===== config.mk =====
export PLATFORM = sky130hd
export DESIGN_NAME = counter_prog_flat
export DESIGN_NICKNAME = d
export VERILOG_FILES = /design/src/rtl/counter_prog_if.sv /design/src/rtl/counter_prog.sv /design/src/flat_wrapper.sv
export SDC_FILE = /design/constraint.sdc
export NUM_CORES = 1
export LEC_CHECK = 0
export CORE_MARGIN = 2
export CORE_UTILIZATION = 53
export CTS_BUF_LIST = sky130_fd_sc_hd__clkbuf_16
export CTS_CLUSTER_DIAMETER = 120
export DETAILED_ROUTE_END_ITERATION = 16
export PLACE_DENSITY = 0.79
export RECOVER_POWER = 100
export REMOVE_ABC_BUFFERS = 1
export SLEW_MARGIN = 15
export SYNTH_ARGS = -nofsm -noshare
export SYNTH_HDL_FRONTEND = slang
export SYNTH_SLANG_ARGS = --single-unit

===== constraint.sdc =====
create_clock -name clk -period 11.24 [get_ports clk]
set_input_delay 2.248 -clock clk [delete_from_list [all_inputs] [get_ports clk]]
set_output_delay 2.248 -clock clk [all_outputs]
set_load 0.01 [all_outputs]

===== src/rtl/counter_prog_if.sv =====
// Control/status bundle for the programmable counter.
interface counter_prog_if #(
  parameter int unsigned N = 16
);
  logic         en;
  logic         up;
  logic         mode;
  logic [N-1:0] step;
  logic [N-1:0] limit;
  logic         load;
  logic [N-1:0] load_val;
  logic [N-1:0] cmp;
  logic [N-1:0] count;
  logic         ovf_pulse;
  logic         match;

  modport master (
    output en, up, mode, step, limit, load, load_val, cmp,
    input  count, ovf_pulse, match
  );

  modport slave (
    input  en, up, mode, step, limit, load, load_val, cmp,
    output count, ovf_pulse, match
  );
endinterface


===== src/rtl/counter_prog.sv =====
// Programmable up/down counter with runtime modulus, step size, parallel load,
// wrap/saturate mode, boundary-crossing pulse and compare match.
module counter_prog #(
  parameter int unsigned    N       = 16,
  parameter logic [N-1:0]   RST_VAL = '0
) (
  input  logic           clk,
  input  logic           rst_n,
  counter_prog_if.slave  bus
);

  logic [N-1:0] count_q, count_d;
  logic         ovf;

  // All arithmetic is N+1 bits wide so limit+1 and count+step never overflow.
  logic [N:0] cnt_ext, lim_ext, lim_p1, step_ext, s;
  logic [N:0] sum_up, wrap_up, diff_dn, wrap_dn;

  // Effective step and candidate next values for every branch.
  always_comb begin
    cnt_ext  = {1'b0, count_q};
    lim_ext  = {1'b0, bus.limit};
    step_ext = {1'b0, bus.step};
    lim_p1   = lim_ext + 1'b1;
    s        = (step_ext > lim_p1) ? lim_p1 : step_ext;
    sum_up   = cnt_ext + s;
    wrap_up  = sum_up - lim_p1;
    diff_dn  = cnt_ext - s;
    // Only used when count < s, so the result is at most limit.
    wrap_dn  = (lim_p1 - s) + cnt_ext;
  end

  // Next count and crossing pulse; priority is load over en.
  always_comb begin
    count_d = count_q;
    ovf     = 1'b0;
    if (bus.load) begin
      count_d = (bus.load_val > bus.limit) ? bus.limit : bus.load_val;
    end else if (bus.en) begin
      if (count_q > bus.limit) begin
        // Limit was lowered below the current count: pull back into range.
        count_d = (!bus.mode && bus.up) ? '0 : bus.limit;
        ovf     = 1'b1;
      end else if (bus.up) begin
        if (sum_up <= lim_ext) begin
          count_d = sum_up[N-1:0];
        end else if (!bus.mode) begin
          count_d = wrap_up[N-1:0];
          ovf     = 1'b1;
        end else begin
          count_d = bus.limit;
          ovf     = (count_q != bus.limit);
        end
      end else begin
        if (cnt_ext >= s) begin
          count_d = diff_dn[N-1:0];
        end else if (!bus.mode) begin
          count_d = wrap_dn[N-1:0];
          ovf     = 1'b1;
        end else begin
          count_d = '0;
          ovf     = (count_q != '0);
        end
      end
    end
  end

  // Count register with synchronous active-low reset.
  always_ff @(posedge clk) begin
    if (!rst_n) begin
      count_q <= RST_VAL;
    end else begin
      count_q <= count_d;
    end
  end

  // Drive the status outputs.
  always_comb begin
    bus.count     = count_q;
    bus.ovf_pulse = ovf;
    bus.match     = (count_q == bus.cmp);
  end

endmodule


===== src/flat_wrapper.sv =====
// flat-port wrapper written by rule: the top's interface ports become plain ports
module counter_prog_flat 
#(
  parameter int unsigned    N       = 16,
  parameter logic [N-1:0]   RST_VAL = '0
)
  (clk, rst_n, bus_en, bus_up, bus_mode, bus_step, bus_limit, bus_load, bus_load_val, bus_cmp, bus_count, bus_ovf_pulse, bus_match);
  counter_prog_if #(.N(N)) bus_i ();
  input  logic clk;
  input  logic rst_n;
  input wire logic [$bits(bus_i.en)-1:0] bus_en;
  input wire logic [$bits(bus_i.up)-1:0] bus_up;
  input wire logic [$bits(bus_i.mode)-1:0] bus_mode;
  input wire logic [$bits(bus_i.step)-1:0] bus_step;
  input wire logic [$bits(bus_i.limit)-1:0] bus_limit;
  input wire logic [$bits(bus_i.load)-1:0] bus_load;
  input wire logic [$bits(bus_i.load_val)-1:0] bus_load_val;
  input wire logic [$bits(bus_i.cmp)-1:0] bus_cmp;
  output wire logic [$bits(bus_i.count)-1:0] bus_count;
  output wire logic [$bits(bus_i.ovf_pulse)-1:0] bus_ovf_pulse;
  output wire logic [$bits(bus_i.match)-1:0] bus_match;
  assign bus_i.en = bus_en;
  assign bus_i.up = bus_up;
  assign bus_i.mode = bus_mode;
  assign bus_i.step = bus_step;
  assign bus_i.limit = bus_limit;
  assign bus_i.load = bus_load;
  assign bus_i.load_val = bus_load_val;
  assign bus_i.cmp = bus_cmp;
  assign bus_count = bus_i.count;
  assign bus_ovf_pulse = bus_i.ovf_pulse;
  assign bus_match = bus_i.match;
  counter_prog #(.N(N), .RST_VAL(RST_VAL)) u_core (.clk(clk), .rst_n(rst_n), .bus(bus_i));
endmodule

==> run summary, run 1 <==
=================================================================================================
Via count of the first global-routing pass .........................................        7,651
Clk Latency, worst-skew pair .......................................................      0.25 ns
Total number of vias ...............................................................        8,337
CTS Buffer Depth ...................................................................            2
Startpoint Class ................................................................... primary input
Maximum frequency from static timing analysis ......................................  0.09183 GHz
Final routed wirelength across all metal layers ....................................     26.83 mm
Time the final worst path needs with I/O delays and setup ..........................     10.89 ns
Violations in the final reports .................................................... max-capacitance violations, max-slew violations
Critical Path End Type ............................................................. primary output
Worst slack, placed ................................................................   -0.3383 ns
Worst min path class ...............................................................      reg2reg
Met2 layer usage reported by global route ..........................................       0.5660
Final Slew Violations ..............................................................           31
Cells after DPL ....................................................................        1,306
Instance count on the critical path ................................................           36
Nets ...............................................................................        1,354
Async SR Flop Fraction .............................................................            0
Gate count after technology mapping ................................................          991
Category of the critical setup timing path .........................................       in2out
Depth of the CTS H-tree ............................................................            1
Fill cell count ....................................................................        1,152
Area used by sequential logic in the layout ........................................   320.3 um^2
Pin count of the biggest net entering global routing ...............................           31
Largest area contributor in the netlist ............................................ sky130_fd_sc_hd__ha_1
Post-Syn Area ......................................................................    7232 um^2
Finished Core Util .................................................................       0.6838
Horiz. Die Dim .....................................................................     120.8 um
Critical Path Max Stage Delay ......................................................      0.47 ns
Average routed wire per standard cell ..............................................     20.45 um
I/O pins ...........................................................................           88
DR vias/cell .......................................................................        6.354
VDD IR max .........................................................................    0.1127 mV
Static leakage power ...............................................................  0.004190 uW
Status ............................................................................. complete, but fails checks
Rows ...............................................................................           42
HPWL after detailed placement ......................................................     21.85 mm
Number of CTS-inserted buffers .....................................................            3
# Max-Cap Violations ...............................................................            1
Detailed-route DRC error count .....................................................            0
Worst path arrival time ............................................................      8.64 ns
Final weighted congestion in routability-driven placement ..........................        1.058
Seq cells post-synth ...............................................................           16
Yosys warnings .....................................................................            0
Post-route insts no fill ...........................................................        1,312
Die Footprint ......................................................................  14,600 um^2
Worst Path Buf+Inv .................................................................            6
Total track usage ..................................................................       0.3621
Power per Cell Area ................................................................ 163.4 nW/um^2
Hold slack .........................................................................    0.7240 ns
Depth of the worst hold-timing path ................................................            2
Final setup slack of the worst path ................................................    0.3506 ns
Proportion of netlist area held by the largest area contributor ....................       0.2215
Slowest-stage cell, CP ............................................................. sky130_fd_sc_hd__clkdlybuf4s50_1
Number of distinct library cell variants in the gate-level netlist after synthesis .           74
Final setup violating endpoints ....................................................            0
WP data required ...................................................................      8.99 ns
Met1 usage in global routing .......................................................       0.4604
EDFF count, synth ..................................................................            0
Ratio of final minimum period to clock period ......................................       0.9688
Clock tree from TritonCTS ..........................................................          yes
Mean instance size in the synthesized netlist ......................................   7.298 um^2
DRT Pass-1 Iters ...................................................................            6
Clock Root Buffer .................................................................. sky130_fd_sc_hd__clkbuf_16
Remaining global-route overflow ....................................................            0
Starting utilization of the core area ..............................................       0.5439
Clock sink total ...................................................................           16
Starting DRC count in detailed routing .............................................          867
Worst Skew .........................................................................  0.001113 ns
Tightest Pin Transition ............................................................     1.559 ns
Hold buffers post-CTS ..............................................................            0
GRT met3 Usage .....................................................................      0.06934
Wire length of the first global-routing pass .......................................     40.74 mm
Most used flip-flop cell after synthesis ........................................... sky130_fd_sc_hd__dfxtp_1
Clock transition at the registers of the reported paths ............................      0.05 ns
Busiest layer in global routing ....................................................         met2
Area of the multi-input gates ......................................................    6519 um^2
Most area-consuming cells after synthesis .......................................... sky130_fd_sc_hd__ha_1, sky130_fd_sc_hd__xnor2_1, sky130_fd_sc_hd__o21ai_0, sky130_fd_sc_hd__fa_1, sky130_fd_sc_hd__inv_1
Final Hold Fails ...................................................................            0
Max reg flops ......................................................................           16
Maximum fanout along the worst path ................................................           10
Initial antenna violation count ....................................................            0
Sequential share of the synthesized area ...........................................      0.04429
Floorplan Core Area ................................................................  13,300 um^2
Largest delay share family, worst path ............................................. compound AO/OA/AOI/OAI gates
Slew margin rel. ...................................................................     -0.03936
Fraction of layout cells with a size suffix above 1 ................................       0.1224
Number of nets still failing antenna checks after routing ..........................            0
Die boundary height ................................................................     120.8 um
Path depth of the worst reg2reg path ...............................................           22
Number of buffers added on ports ...................................................           87
Final antenna diode count ..........................................................            0
Syn-to-layout area delta ...........................................................       25.71%
=================================================================================================
-- where the power goes --
group	switching [uW]	internal, uW	leakage [uW]
logic	752	559	0.00402
registers	36.6	66.7	0.000133
clock network	23.9	46.9	0.0000370
-- cell families (layout without fill, tap and decap cells) --
kind of cell	count (synthesis)	after routing	synth area share
AOI/OAI and AO/OA	322	322	0.2974
and+or+nand+nor	274	274	0.1869
adders and majority gates	147	147	0.2727
buffers and inverters	139	284	0.07440
xor gates and xnor gates	81	81	0.1064
DFF	16	16	0.04429
muxes	12	12	0.01799
-- area by class of cell --
type | instances | area share
multi-input cells | 836 | 0.7170
flip-flops and latches | 16 | 0.03523
inverters | 98 | 0.04046
well taps | 176 | 0.02422
repair buffers | 183 | 0.1748
clock buffers | 3 | 0.008258
-- path summary, 6_finish.rpt --
check        slack [ns]                start                   to
max                0.35         bus_limit[0]        bus_ovf_pulse
min                0.72  u_core.bus.count[0]  u_core.bus.count[0]
max reg2reg        5.04  u_core.bus.count[1]  u_core.bus.count[9]
min reg2reg        0.72  u_core.bus.count[0]  u_core.bus.count[0]
-- synthesized netlist by cell type, types with 4 or more instances --
| cell type | number |
|---|---|
| sky130_fd_sc_hd__xnor2_1 | 63 |
| sky130_fd_sc_hd__o31a_1 | 4 |
| sky130_fd_sc_hd__o31ai_1 | 10 |
| sky130_fd_sc_hd__buf_2 | 9 |
| sky130_fd_sc_hd__nor2_1 | 66 |
| sky130_fd_sc_hd__o21bai_1 | 12 |
| sky130_fd_sc_hd__a211oi_1 | 11 |
| sky130_fd_sc_hd__nand2b_1 | 10 |
| sky130_fd_sc_hd__nor2b_1 | 16 |
| sky130_fd_sc_hd__a31oi_1 | 12 |
| sky130_fd_sc_hd__o21ai_0 | 73 |
| sky130_fd_sc_hd__o211ai_1 | 26 |
| sky130_fd_sc_hd__o41ai_1 | 4 |
| sky130_fd_sc_hd__nand3_1 | 23 |
| sky130_fd_sc_hd__xor2_1 | 14 |
| sky130_fd_sc_hd__mux2_2 | 8 |
| sky130_fd_sc_hd__or3_1 | 4 |
| sky130_fd_sc_hd__ha_1 | 128 |
| sky130_fd_sc_hd__dfxtp_1 | 16 |
| sky130_fd_sc_hd__nand4_1 | 20 |
| sky130_fd_sc_hd__and4_1 | 6 |
| sky130_fd_sc_hd__a21o_1 | 25 |
| sky130_fd_sc_hd__nor3_1 | 24 |
| sky130_fd_sc_hd__o21a_1 | 18 |
| sky130_fd_sc_hd__o21ai_1 | 9 |
| sky130_fd_sc_hd__clkbuf_1 | 27 |
| sky130_fd_sc_hd__and3_1 | 11 |
| sky130_fd_sc_hd__a21oi_1 | 68 |
| sky130_fd_sc_hd__mux2i_1 | 4 |
| sky130_fd_sc_hd__a221oi_1 | 8 |
| sky130_fd_sc_hd__fa_1 | 18 |
| sky130_fd_sc_hd__nand2_1 | 70 |
| sky130_fd_sc_hd__nor4_1 | 12 |
| sky130_fd_sc_hd__inv_1 | 96 |
| sky130_fd_sc_hd__o311a_1 | 5 |
-- worst min-delay path, delay by kind of cell, from the launching register on --
family	cells	cell delay (ns)
DFF	1	0.43
AOI/OAI and AO/OA	2	0.25
-- stage by stage --
stage,instance area (um^2),power [uW],setup TNS (ns)
4_1_cts,8991,1435,0
2_1_floorplan,7062,922.3,-0.6029
3_3_place_gp,8890,1331,-0.1320
6_report,9091,1485,0
3_5_place_dp,8890,1349,-0.3383
5_1_grt,9091,1593,-0.02729
-- timing repair --
item / 4_1_cts / 5_1_grt
resized for setup: 5 / 24
setup buffers: 2 / 1
setup endpoints to repair: 1 / 1
pin swaps: 3 / 7
endpoints found under the hold margin: 0 / 0
-- layout by cell type (no fill, tap or decap), types with 11 or more instances in the layout --
master                            instances
sky130_fd_sc_hd__o21a_1                  18
sky130_fd_sc_hd__fa_1                    18
sky130_fd_sc_hd__xor2_1                  14
sky130_fd_sc_hd__a21o_1                  25
sky130_fd_sc_hd__nand2_1                 70
sky130_fd_sc_hd__nor2b_1                 15
sky130_fd_sc_hd__o21bai_1                12
sky130_fd_sc_hd__a21oi_1                 67
sky130_fd_sc_hd__inv_1                   96
sky130_fd_sc_hd__nor4_1                  12
sky130_fd_sc_hd__buf_4                   94
sky130_fd_sc_hd__and3_1                  11
sky130_fd_sc_hd__nand4_1                 20
sky130_fd_sc_hd__clkdlybuf4s50_1         68
sky130_fd_sc_hd__xnor2_1                 62
sky130_fd_sc_hd__nor3_1                  21
sky130_fd_sc_hd__o211ai_1                26
sky130_fd_sc_hd__a31oi_1                 12
sky130_fd_sc_hd__ha_1                   128
sky130_fd_sc_hd__dfxtp_1                 16
sky130_fd_sc_hd__nor2_1                  65
sky130_fd_sc_hd__o21ai_0                 71
sky130_fd_sc_hd__dlygate4sd3_1           17
sky130_fd_sc_hd__nand3_1                 23
-- per-layer routing --
| metal | wire [um] | part of all wire |
|---|---|---|
| met1 | 10870 | 0.40 |
| met2 | 11690 | 0.44 |
| met3 | 2466 | 0.092 |
| met4 | 1812 | 0.068 |
| met5 | 0 | 0 |
(Power assumes the default switching activity.)
==> inputs of run 2 (changes only) <==
--- a/config.mk
+++ b/config.mk
@@ -6,11 +6,11 @@
 export NUM_CORES = 1
 export LEC_CHECK = 0
 export CORE_MARGIN = 2
-export CORE_UTILIZATION = 53
+export CORE_UTILIZATION = 64
 export CTS_BUF_LIST = sky130_fd_sc_hd__clkbuf_16
 export CTS_CLUSTER_DIAMETER = 120
 export DETAILED_ROUTE_END_ITERATION = 16
-export PLACE_DENSITY = 0.79
+export PLACE_DENSITY = 0.89
 export RECOVER_POWER = 100
 export REMOVE_ABC_BUFFERS = 1
 export SLEW_MARGIN = 15
==> constraint.sdc (replaced) <==
create_clock -name clk -period 13.4 [get_ports clk]
set_input_delay 2.68 -clock clk [delete_from_list [all_inputs] [get_ports clk]]
set_output_delay 2.68 -clock clk [all_outputs]
set_load 0.01 [all_outputs]
==> run summary, run 2 (synthesis gave the netlist of run 1 again) <==
========================================================================
Slew margin rel. ..........................................      0.03197
Clock tree from TritonCTS .................................          yes
Time the final worst path needs with I/O delays and setup .     12.98 ns
WP data required ..........................................     10.72 ns
VDD IR max ................................................    0.1105 mV
Fill cell count ...........................................          838
Number of nets still failing antenna checks after routing .            0
Max reg flops .............................................           16
Slowest-stage cell, CP .................................... sky130_fd_sc_hd__clkdlybuf4s50_1
Finished Core Util ........................................       0.7789
Remaining global-route overflow ...........................            0
Final setup violating endpoints ...........................            0
Horiz. Die Dim ............................................     110.3 um
CTS Buffer Depth ..........................................            2
Power per Cell Area ....................................... 137.5 nW/um^2
Busiest layer in global routing ...........................         met2
Worst Skew ................................................  0.003378 ns
Clock Root Buffer ......................................... sky130_fd_sc_hd__clkbuf_16
Rows ......................................................           38
Tightest Pin Transition ...................................     1.452 ns
GRT met3 Usage ............................................       0.1105
Cell internal power dissipation ...........................     516.1 uW
Final routed wirelength across all metal layers ...........     26.38 mm
Initial antenna violation count ...........................            0
Clock transition at the registers of the reported paths ...      0.06 ns
Maximum fanout along the worst path .......................           13
Status ....................................................    completed
Portion of total power attributed to combinational logic ..        0.873
Total track usage .........................................       0.4393
Number of buffers added on ports ..........................           87
Pin count of the biggest net entering global routing ......           31
Clock share of power ......................................        0.055
Final weighted congestion in routability-driven placement .        1.029
# Max-Cap Violations ......................................            0
Met1 usage in global routing ..............................       0.5589
Most common cell after layout, fill and taps aside ........ sky130_fd_sc_hd__ha_1
DR vias/cell ..............................................        6.804
Total number of vias ......................................        8,253
Post-route insts no fill ..................................        1,213
Starting utilization of the core area .....................       0.6613
Wire length of the first global-routing pass ..............     40.88 mm
Static leakage power ......................................  0.003861 uW
Starting DRC count in detailed routing ....................          903
Final antenna diode count .................................            0
Syn-to-layout area delta ..................................       17.79%
Setup slack on the worst flop-to-flop path ................      6.99 ns
Sequential group share of total power .....................        0.072
Final total power .........................................      1172 uW
Switching part of the total ...............................       0.5594
Die Footprint .............................................  12,170 um^2
Fraction of layout cells with a size suffix above 1 .......      0.06151
Nets ......................................................        1,291
Average routed wire per standard cell .....................     21.75 um
Number of CTS-inserted buffers ............................            3
Commonest non-fill, non-tap cells in the layout ........... sky130_fd_sc_hd__ha_1, sky130_fd_sc_hd__inv_1, sky130_fd_sc_hd__o21ai_0, sky130_fd_sc_hd__clkdlybuf4s50_1, sky130_fd_sc_hd__nand2_1
Hold slack ................................................    0.7259 ns
Ratio of final minimum period to clock period .............       0.9688
Floorplan Core Area .......................................  10,940 um^2
Hold buffers post-CTS .....................................            0
Via count of the first global-routing pass ................        7,911
Net switching power figure ................................     655.4 uW
Critical Path End Type .................................... primary output
DRT Pass-1 Iters ..........................................            6
Worst path arrival time ...................................     10.30 ns
Most frequent CP cell ..................................... sky130_fd_sc_hd__ha_1
Category of the critical setup timing path ................       in2out
Clk Latency, worst-skew pair ..............................      0.26 ns
HPWL after detailed placement .............................     21.39 mm
I/O pins ..................................................           88
Maximum frequency from static timing analysis .............  0.07703 GHz
Final Slew Violations .....................................            0
Met2 layer usage reported by global route .................       0.6902
Detailed-route DRC error count ............................            0
Worst min path class ......................................      reg2reg
Cells after DPL ...........................................        1,209
Clock sink total ..........................................           16
Final Hold Fails ..........................................            0
Die boundary height .......................................     110.3 um
Startpoint Class .......................................... primary input
Critical Path Max Stage Delay .............................      0.66 ns
Depth of the CTS H-tree ...................................            1
========================================================================
## run 2: cell types whose count changed in the layout (fill, tap and decap cells not counted), moves of 2 or more
cell,delta
sky130_fd_sc_hd__buf_4,-64
sky130_fd_sc_hd__clkdlybuf4s50_1,+4
sky130_fd_sc_hd__nor3_2,-4
sky130_fd_sc_hd__nor3_1,+3
sky130_fd_sc_hd__clkbuf_1,+2
sky130_fd_sc_hd__dlygate4sd3_1,-2
sky130_fd_sc_hd__mux2_1,-2
sky130_fd_sc_hd__mux2_2,+2
## run 2: area by class of cell
cell class	instances	area, um^2	area share
multi-input combinational	836	6472	0.7598
tap	140	175.2	0.02056
inverter	98	367.9	0.04318
clock buffer	3	75.07	0.008813
sequential	16	320.3	0.03760
timing repair buffer	120	1107	0.1300
## run 2: repair_timing
| item | 4_1_cts | 5_1_grt |
|---|---|---|
| setup buffers | 0 | 1 |
| gates resized for setup | 0 | 11 |
| setup endpoints to repair | 0 | 1 |
## run 2: final timing paths
kind,startpoint,endpoint,cells past startpoint
worst min register to register,u_core.bus.count[0],u_core.bus.count[0],2
worst min-delay path,u_core.bus.count[0],u_core.bus.count[0],2
worst max register to register,u_core.bus.count[1],u_core.bus.count[5],19
worst max-delay path,bus_limit[6],bus_ovf_pulse,31
## run 2: per-stage QoR
stage	cell area (um^2)	TNS (ns)	setup slack, ns
final	8518	0	0.4184
after global routing	8518	-0.02203	-0.02203
after CTS	8462	0	0.2026
after detailed placement	8387	0	0.1991
after global placement	8387	0	0.3992
after floorplan	7062	0	0.6931
## run 2: metal layers
layer / up-vias / part of all wire
li1: 3787 / -
met1: 3789 / 0.39
met2: 556 / 0.42
met3: 121 / 0.13
met4: 0 / 0.057
met5: - / 0
## run 2: power by group through the flow
stage	Combinational, uW	Sequential (uW)	Clock [uW]
final	1020	84.8	64.3
after floorplan	697	77.0	0
after detailed placement	984	84.2	0
after global placement	964	84.1	0
after global routing	1110	84.8	64.1
after CTS	991	83.2	61.6
## run 2: critical path: cells and delay by family
kind	cells	cell delay, ns
compound gates	15	3.09
xor+xnor	2	0.57
fa+ha+maj	3	0.95
buf+inv	4	1.66
simple gates	7	1.33
==> inputs of run 3 (changes only) <==
--- a/config.mk
+++ b/config.mk
@@ -17,3 +17,4 @@
 export SYNTH_ARGS = -nofsm -noshare
 export SYNTH_HDL_FRONTEND = slang
 export SYNTH_SLANG_ARGS = --single-unit
+export TNS_END_PERCENT = 30
==> results of run 3 <==
Same layout as run 2: the final DEF is identical, and so are final timing and power.
